===== src/rtl/elevator_ctrl.sv =====
// elevator_ctrl
//   Control FSM for the elevator datapath using a collective (SCAN) policy:
//   keep travelling in the remembered direction while requests remain ahead,
//   reverse when none remain, and idle when there are no requests anywhere.
//
// Parameters
//   N              number of floors (width of the one-hot floor bus i)
//   TRAVEL_CYCLES  cycles spent between floors before each step pulse (>=1)
//   DOOR_CYCLES    cycles open is held high per door opening (>=1)
//
// Ports
//   clk             in   rising-edge clock
//   rst             in   synchronous reset, active-high
//   request_i       in   pending request at the current floor
//   request_j_gt_i  in   pending request at some floor above
//   request_j_lt_i  in   pending request at some floor below
//   i               in   one-hot current floor (i[0] = ground)
//   door_hold       in   door-hold button; restarts the door timer while open
//   open            out  door open; datapath clears the current-floor request
//   up              out  1-cycle pulse: move one floor up
//   down            out  1-cycle pulse: move one floor down
//   dir_up          out  remembered travel direction (1 = up)
//   busy            out  high in every state except IDLE
module elevator_ctrl #(
    parameter int N             = 5,
    parameter int TRAVEL_CYCLES = 3,
    parameter int DOOR_CYCLES   = 4
) (
    input  logic         clk,
    input  logic         rst,
    input  logic         request_i,
    input  logic         request_j_gt_i,
    input  logic         request_j_lt_i,
    input  logic [N-1:0] i,
    input  logic         door_hold,
    output logic         open,
    output logic         up,
    output logic         down,
    output logic         dir_up,
    output logic         busy
);

    localparam int TW = (TRAVEL_CYCLES > 1) ? $clog2(TRAVEL_CYCLES) : 1;
    localparam int DW = (DOOR_CYCLES > 1) ? $clog2(DOOR_CYCLES) : 1;
    localparam logic [TW-1:0] TRAVEL_LAST = TW'(TRAVEL_CYCLES - 1);
    localparam logic [DW-1:0] DOOR_LAST   = DW'(DOOR_CYCLES - 1);

    typedef enum logic [2:0] {
        IDLE,
        DECIDE,
        MOVE_UP,
        MOVE_DOWN,
        ARRIVE,
        DOOR_OPEN
    } state_t;

    state_t        state, state_n;
    logic [TW-1:0] tcnt, tcnt_n;
    logic [DW-1:0] dcnt, dcnt_n;
    logic          open_n, up_n, down_n, dir_n, busy_n;

    // Only the end floors matter to the step guards; the middle bits are
    // folded here so the full bus is consumed.
    logic unused_floor_bits;
    assign unused_floor_bits = ^i;

    always_ff @(posedge clk) begin
        if (rst) begin
            state  <= IDLE;
            tcnt   <= '0;
            dcnt   <= '0;
            open   <= 1'b0;
            up     <= 1'b0;
            down   <= 1'b0;
            dir_up <= 1'b1;
            busy   <= 1'b0;
        end else begin
            state  <= state_n;
            tcnt   <= tcnt_n;
            dcnt   <= dcnt_n;
            open   <= open_n;
            up     <= up_n;
            down   <= down_n;
            dir_up <= dir_n;
            busy   <= busy_n;
        end
    end

    always_comb begin
        state_n = state;
        tcnt_n  = tcnt;
        dcnt_n  = dcnt;
        open_n  = 1'b0;
        up_n    = 1'b0;
        down_n  = 1'b0;
        dir_n   = dir_up;

        case (state)
            IDLE: begin
                if (request_i) begin
                    state_n = DOOR_OPEN;
                end else if (request_j_gt_i || request_j_lt_i) begin
                    state_n = DECIDE;
                end
            end

            DECIDE: begin
                tcnt_n = '0;
                dcnt_n = '0;
                if (request_i) begin
                    state_n = DOOR_OPEN;
                end else if (dir_up && request_j_gt_i) begin
                    state_n = MOVE_UP;
                end else if (!dir_up && request_j_lt_i) begin
                    state_n = MOVE_DOWN;
                end else if (request_j_gt_i) begin
                    state_n = MOVE_UP;
                    dir_n   = 1'b1;
                end else if (request_j_lt_i) begin
                    state_n = MOVE_DOWN;
                    dir_n   = 1'b0;
                end else begin
                    state_n = IDLE;
                end
            end

            // The pulse is issued together with the move into ARRIVE, so the
            // datapath sees it during ARRIVE and DECIDE sees the new floor.
            MOVE_UP: begin
                if (tcnt == TRAVEL_LAST) begin
                    tcnt_n = '0;
                    if (i[N-1]) begin
                        state_n = DECIDE;
                    end else begin
                        up_n    = 1'b1;
                        state_n = ARRIVE;
                    end
                end else begin
                    tcnt_n = tcnt + TW'(1);
                end
            end

            MOVE_DOWN: begin
                if (tcnt == TRAVEL_LAST) begin
                    tcnt_n = '0;
                    if (i[0]) begin
                        state_n = DECIDE;
                    end else begin
                        down_n  = 1'b1;
                        state_n = ARRIVE;
                    end
                end else begin
                    tcnt_n = tcnt + TW'(1);
                end
            end

            ARRIVE: begin
                state_n = DECIDE;
            end

            // First cycle in DOOR_OPEN raises open; dcnt then counts the
            // open cycles. door_hold restarts the count on any open cycle.
            DOOR_OPEN: begin
                if (!open) begin
                    open_n = 1'b1;
                    dcnt_n = '0;
                end else if (door_hold || (dcnt == DOOR_LAST && request_i)) begin
                    open_n = 1'b1;
                    dcnt_n = '0;
                end else if (dcnt == DOOR_LAST) begin
                    dcnt_n  = '0;
                    state_n = DECIDE;
                end else begin
                    open_n = 1'b1;
                    dcnt_n = dcnt + DW'(1);
                end
            end

            default: begin
                state_n = IDLE;
            end
        endcase

        busy_n = (state_n != IDLE);
    end

endmodule


===== config.mk =====
export PLATFORM = sky130hd
export DESIGN_NAME = elevator_ctrl
export DESIGN_NICKNAME = d
export VERILOG_FILES = /design/src/rtl/elevator_ctrl.sv
export SDC_FILE = /design/constraint.sdc
export NUM_CORES = 1
export LEC_CHECK = 0
export BUFFER_PORTS_ARGS = -buffer_cell sky130_fd_sc_hd__buf_4
export CAP_MARGIN = 40
export CORE_AREA = 4 4 41 43
export DETAILED_ROUTE_END_ITERATION = 8
export DIE_AREA = 0 0 45 47
export PLACE_DENSITY = 0.69
export SKIP_LAST_GASP = 1
export SYNTH_ARGS = -nofsm -noshare
export SYNTH_HDL_FRONTEND = slang
export SYNTH_SLANG_ARGS = --single-unit

===== constraint.sdc =====
create_clock -name clk -period 4.09 [get_ports clk]
set_input_delay 1.0225 -clock clk [delete_from_list [all_inputs] [get_ports clk]]
set_output_delay 1.0225 -clock clk [all_outputs]
set_load 0.005 [all_outputs]

; ---- Word level (Yosys, flattened, before mapping)
; Cells that the tools add are included.
[totals]
register_bits = 12
input_bits = 11
output_inout_bits = 5
word_cells = 68
[op_classes]
addsub = 2
n_eq_ne = 7
muxes = 28
n_bitwise = 7
n_reduce_logical = 16
[ops]
columns = operator, count
row1 = 3-bit two-way mux, 10
row2 = 3-bit one-hot mux with 6 select lines, 1
row3 = 2-bit two-way mux, 8
row4 = 2-bit one-hot mux with 2 select lines, 2
row5 = 1-bit two-way mux, 7
row6 = 1-bit NOT, 7
row7 = 3-bit by 2-bit equality test with 1-bit output (second input constant), 2
row8 = 3-bit equality test (second input constant), 2
row9 = 2-bit nonzero test, 3
row10 = 3-bit OR reduction, 2
row11 = 5-bit AND reduction, 1
row12 = 2-bit by 1-bit adder with 2-bit output (second input constant), 2
row13 = 2-bit equality test (second input constant), 2
row14 = 2-bit OR reduction, 2
row15 = 3-bit by 1-bit equality test with 1-bit output (second input constant), 1
row16 = 1-bit logical AND, 3
row17 = 3-bit logical NOT, 1
row18 = 3-bit nonzero test, 1
row19 = 1-bit logical OR, 2
row20 = 1-bit logical NOT, 1

; ---- Depth between registers and ports, before layout
[logic_depth]
depth_word = 7
mapped_depth = 5
depth_no_buf = 5

; ---- Worst setup path after synthesis
; No wires, ideal clock.
[synth_path]
kind = input port to flip-flop
start = input request_j_gt_i
end = register busy
setup_time_ns = 0.133
arrival_ns = 1.791
required_time_ns = 3.957
setup_slack_ns = 2.165
stages = 3
path_buffers = 0
cell_sequence = o41a_1 > a311oi_2 > o2111ai_1
[synth_via]
elab_chain_len = 6
word_cells_on_any_way = 10
classes_between = mux: 7 / reduce/logical: 3
[synth_rtl]
columns = element, line
row1 = from (decl), 32  ; input logic request_j_gt_i,
row2 = 2-bit two-way mux, 116  ; end else if (request_j_gt_i) begin
row3 = 2-bit two-way mux, 114  ; end else if (!dir_up && request_j_lt_i) begin
row4 = 2-bit two-way mux, 112  ; end else if (dir_up && request_j_gt_i) begin
row5 = 3-bit two-way mux, 110  ; if (request_i) begin
row6 = 3-bit one-hot mux with 6 select lines *, 98  ; case (state)
row7 = 3-bit nonzero test *, 184  ; busy_n = (state_n != IDLE);
row8 = to (signal assigned), 85  ; busy <= busy_n;
row9 = to (decl), 40  ; output logic busy
; Mark *: on every way between the ends. The rest lies on a longest branch, timed or not.
; A chain may end at the register's enable or synchronous reset.

; ---- Worst setup path in the final report
; Ends and elaborated chain as after synthesis.

==> qor.log <==
qor: status.result_of_the_run complete, no violations
qor: synthesis.synthesis.instances 67
qor: clocking.post-cts-setup-buffers 0
qor: worst_setup_path.arrival_time_of_the_worst_setup_path 1990 ps
qor: finish.antennaDiodeCount 0
qor: sta.slew_viols_final 0
qor: pwr.p_leak 0.348 nW
qor: place.buffer_ports.inserted 12
qor: global_routing.gr-usage-all-layers 13.2%
qor: routing.detailroute.via_count 515
qor: worst_setup_path.r2r_slack 2630 ps
qor: sta.fin_worst_skew 3.93 ps
qor: sta.timing.final.setup_violations 0
qor: pwr.peakVddDrop 0.227 mV
qor: place.finalWeightedCongestion 0.770
qor: clocking.ctsLongestPathBuffers 2
qor: floorplanning.floorplan.die.width 45 um
qor: sta.max-slew-margin-rel 76.5%
qor: synthesis.synth_simple_gate_area_share 23.6%
qor: clocking.cts_hold_buffers 0
qor: sta.final_hold_viol_count 0
qor: worst_setup_path.startpoint_type input pin
qor: sta.pin_slew_with_the_least_headroom_to_its_limit 352 ps
qor: global_routing.grt_pass1_wl 1970 um
qor: global_routing.grt_pass1_vias 482
qor: synthesis.yosysWarnings 0
qor: synthesis.post_synth_fa_ha_maj_area_fraction 3.94%
qor: floorplanning.initial_utilization 48.8%
qor: synthesis.fraction_of_the_mapped_netlist_area_in_compound_gates 26.0%
qor: finish.layout.cells.most_common_list sky130_fd_sc_hd__dfxtp_1, sky130_fd_sc_hd__buf_4, sky130_fd_sc_hd__inv_1
qor: clocking.clock-sinks 12
qor: clocking.worst_setup_hold_path_clk_slew 70 ps
qor: sta.grt_setup_unrepaired no
qor: synthesis.postSynthAreaPerCell 9.49 um2
qor: floorplanning.die_y 47 um
qor: finish.area_growth 19.3%
qor: sta.setup_total_negative_slack 0 ps
qor: worst_setup_path.setup.worst_path.class input pin to flop
qor: synthesis.synth_mux_area_share 1.57%
qor: finish.final_layout_size_suffix_gt1_share 28.7%
qor: min_path.min_path_type flop to flop
qor: synthesis.sequential_fraction_of_the_synthesis_area 37.8%
qor: synthesis.synthesis.area 636 um2
qor: global_routing.grt_antenna_before_repair 0
qor: synthesis.synth_top_family_by_area compound AO/OA/AOI/OAI gates
qor: clocking.latest_clock_arrival_within_the_worst_skew_pair 270 ps
qor: sta.achievable-frequency 0.543 GHz
qor: routing.firstDrtPassIters 4
qor: pwr.total_power 0.289 mW
qor: clocking.cts.root.buffer_cell sky130_fd_sc_hd__clkbuf_4
qor: global_routing.maximum_number_of_pins_on_one_net_before_global_route_repair 11
qor: floorplanning.row_count 13
qor: pwr.pwr_density 381 nW/um2
qor: sta.finalWorstPathRequiredPeriod 1840 ps
qor: routing.routed_via_density 5.42
qor: floorplanning.design.portCount 16
qor: sta.final_min_period_over_clock_period 45.0%
qor: synthesis.synth_xor_xnor_area_share 0%
qor: flow_run.cap_viol_max_count 0
qor: routing.total_wire_length_after_detailed_routing 1180 um
qor: clocking.post_cts.resized_instances 0
qor: clocking.numCtsBuffers 3
qor: routing.drcViolationCount 0
qor: floorplanning.core_area 1300 um2
qor: global_routing.gr-total-overflow 0
qor: clocking.cts_tree yes
qor: clocking.htree_levels 1
qor: synthesis.synth.distinct_cells 34
qor: place.place_hpwl 905 um
qor: synthesis.syn-num-nets 80
qor: worst_setup_path.critPathRequiredTime 4240 ps
qor: routing.route.antenna.remaining_nets 0
qor: routing.post_drt_wl_per_cell 12.4 um
qor: floorplanning.die_area 2120 um2
qor: worst_setup_path.setup.worst_path.end_class flop
qor: synthesis.synth.ff_latch_count 12
qor: sta.worst_hold_slack_after_final_layout 480 ps
qor: finish.fin_nets 94
qor: routing.drt_iter0_drc 2
qor: worst_setup_path.critical_path_peak_fanout 4
==> registers in the layout, indices dropped and copies added, names as in the netlist <==
register  count
dcnt          2
open          1
tcnt          2
down          1
up            1
busy          1
state         3
dir_up        1
==> power by group <==
part	internal (mW)	switching [mW]	leakage [nW]
clock	0.0541	0.0410	0.0210
sequential	0.126	0.0134	0.0979
combinational	0.0300	0.0245	0.230
==> metal layers <==
metal	vias to the layer above	global-route usage, %	wire [um]
met5	-	0	0
met4	0	10.5	12
met3	2	2.30	62
met2	12	18.9	521
met1	226	17.3	585
li1	275	-	-
==> cell usage after synthesis (all sizes together) <==
cell / count / share of area, %
nor2: 5 / 3.0
nor4bb: 1 / 1.6
a21o: 2 / 2.4
o311a: 1 / 1.6
o21ai: 2 / 1.6
or4b: 1 / 1.6
nand2: 6 / 3.9
nand2b: 1 / 0.98
or4: 1 / 1.2
mux2i: 1 / 1.6
o2111ai: 2 / 2.8
clkbuf: 1 / 0.59
o21bai: 3 / 4.1
nand3b: 1 / 3.1
o21ba: 1 / 1.6
buf: 2 / 3.0
a311oi: 1 / 2.4
dfxtp: 12 / 38
nor2b: 1 / 0.98
a22o: 1 / 1.4
nor4b: 1 / 1.4
a41oi: 1 / 1.4
a21oi: 5 / 3.9
nor3b: 1 / 1.2
and3: 2 / 2.8
o41a: 1 / 1.8
a211oi: 1 / 1.2
and4bb: 1 / 2.0
ha: 2 / 3.9
inv: 6 / 3.5
==> layout make-up <==
cell class | count | area [um2]
fillers | 124 | 543
clock buffers | 4 | 36.3
well taps | 15 | 18.8
repair buffers | 12 | 90.1
inverters | 6 | 22.5
flip-flops and latches | 12 | 240
multi-input cells | 46 | 350
==> path summary, 6_finish.rpt <==
check,start,end,cells past startpoint
worst max register to register,dcnt[0],dcnt[0],5
worst max-delay path,request_j_gt_i,busy,4
worst min-delay path,dcnt[1],dcnt[1],2
worst min register to register,dcnt[1],dcnt[1],2
==> worst max-delay path, cell delays in order <==
cell	delay [ps]
sky130_fd_sc_hd__buf_4	120
sky130_fd_sc_hd__o41a_1	430
sky130_fd_sc_hd__a311oi_2	280
sky130_fd_sc_hd__o2111ai_1	130
==> stage by stage <==
stage	std cells	util (%)	instance area, um2	worst slack [ps]
floorplan	67	-	636	2170
global placement	91	55.5	722	1960
detailed placement	91	55.5	722	1950
CTS	95	58.3	758	2250
global route	95	58.3	758	2190
finish	95	58.3	758	2250
==> cells by family (layout without fill, tap and decap cells) <==
family | after synthesis | in the layout
AO/OA/AOI/OAI | 21 | 21
adder cells (fa/ha/maj) | 2 | 2
buffers and inverters | 9 | 22
flip-flops | 12 | 12
multiplexers | 1 | 1
AND/OR/NAND/NOR | 22 | 22
Note: power is estimated with default switching activity, not from simulation.
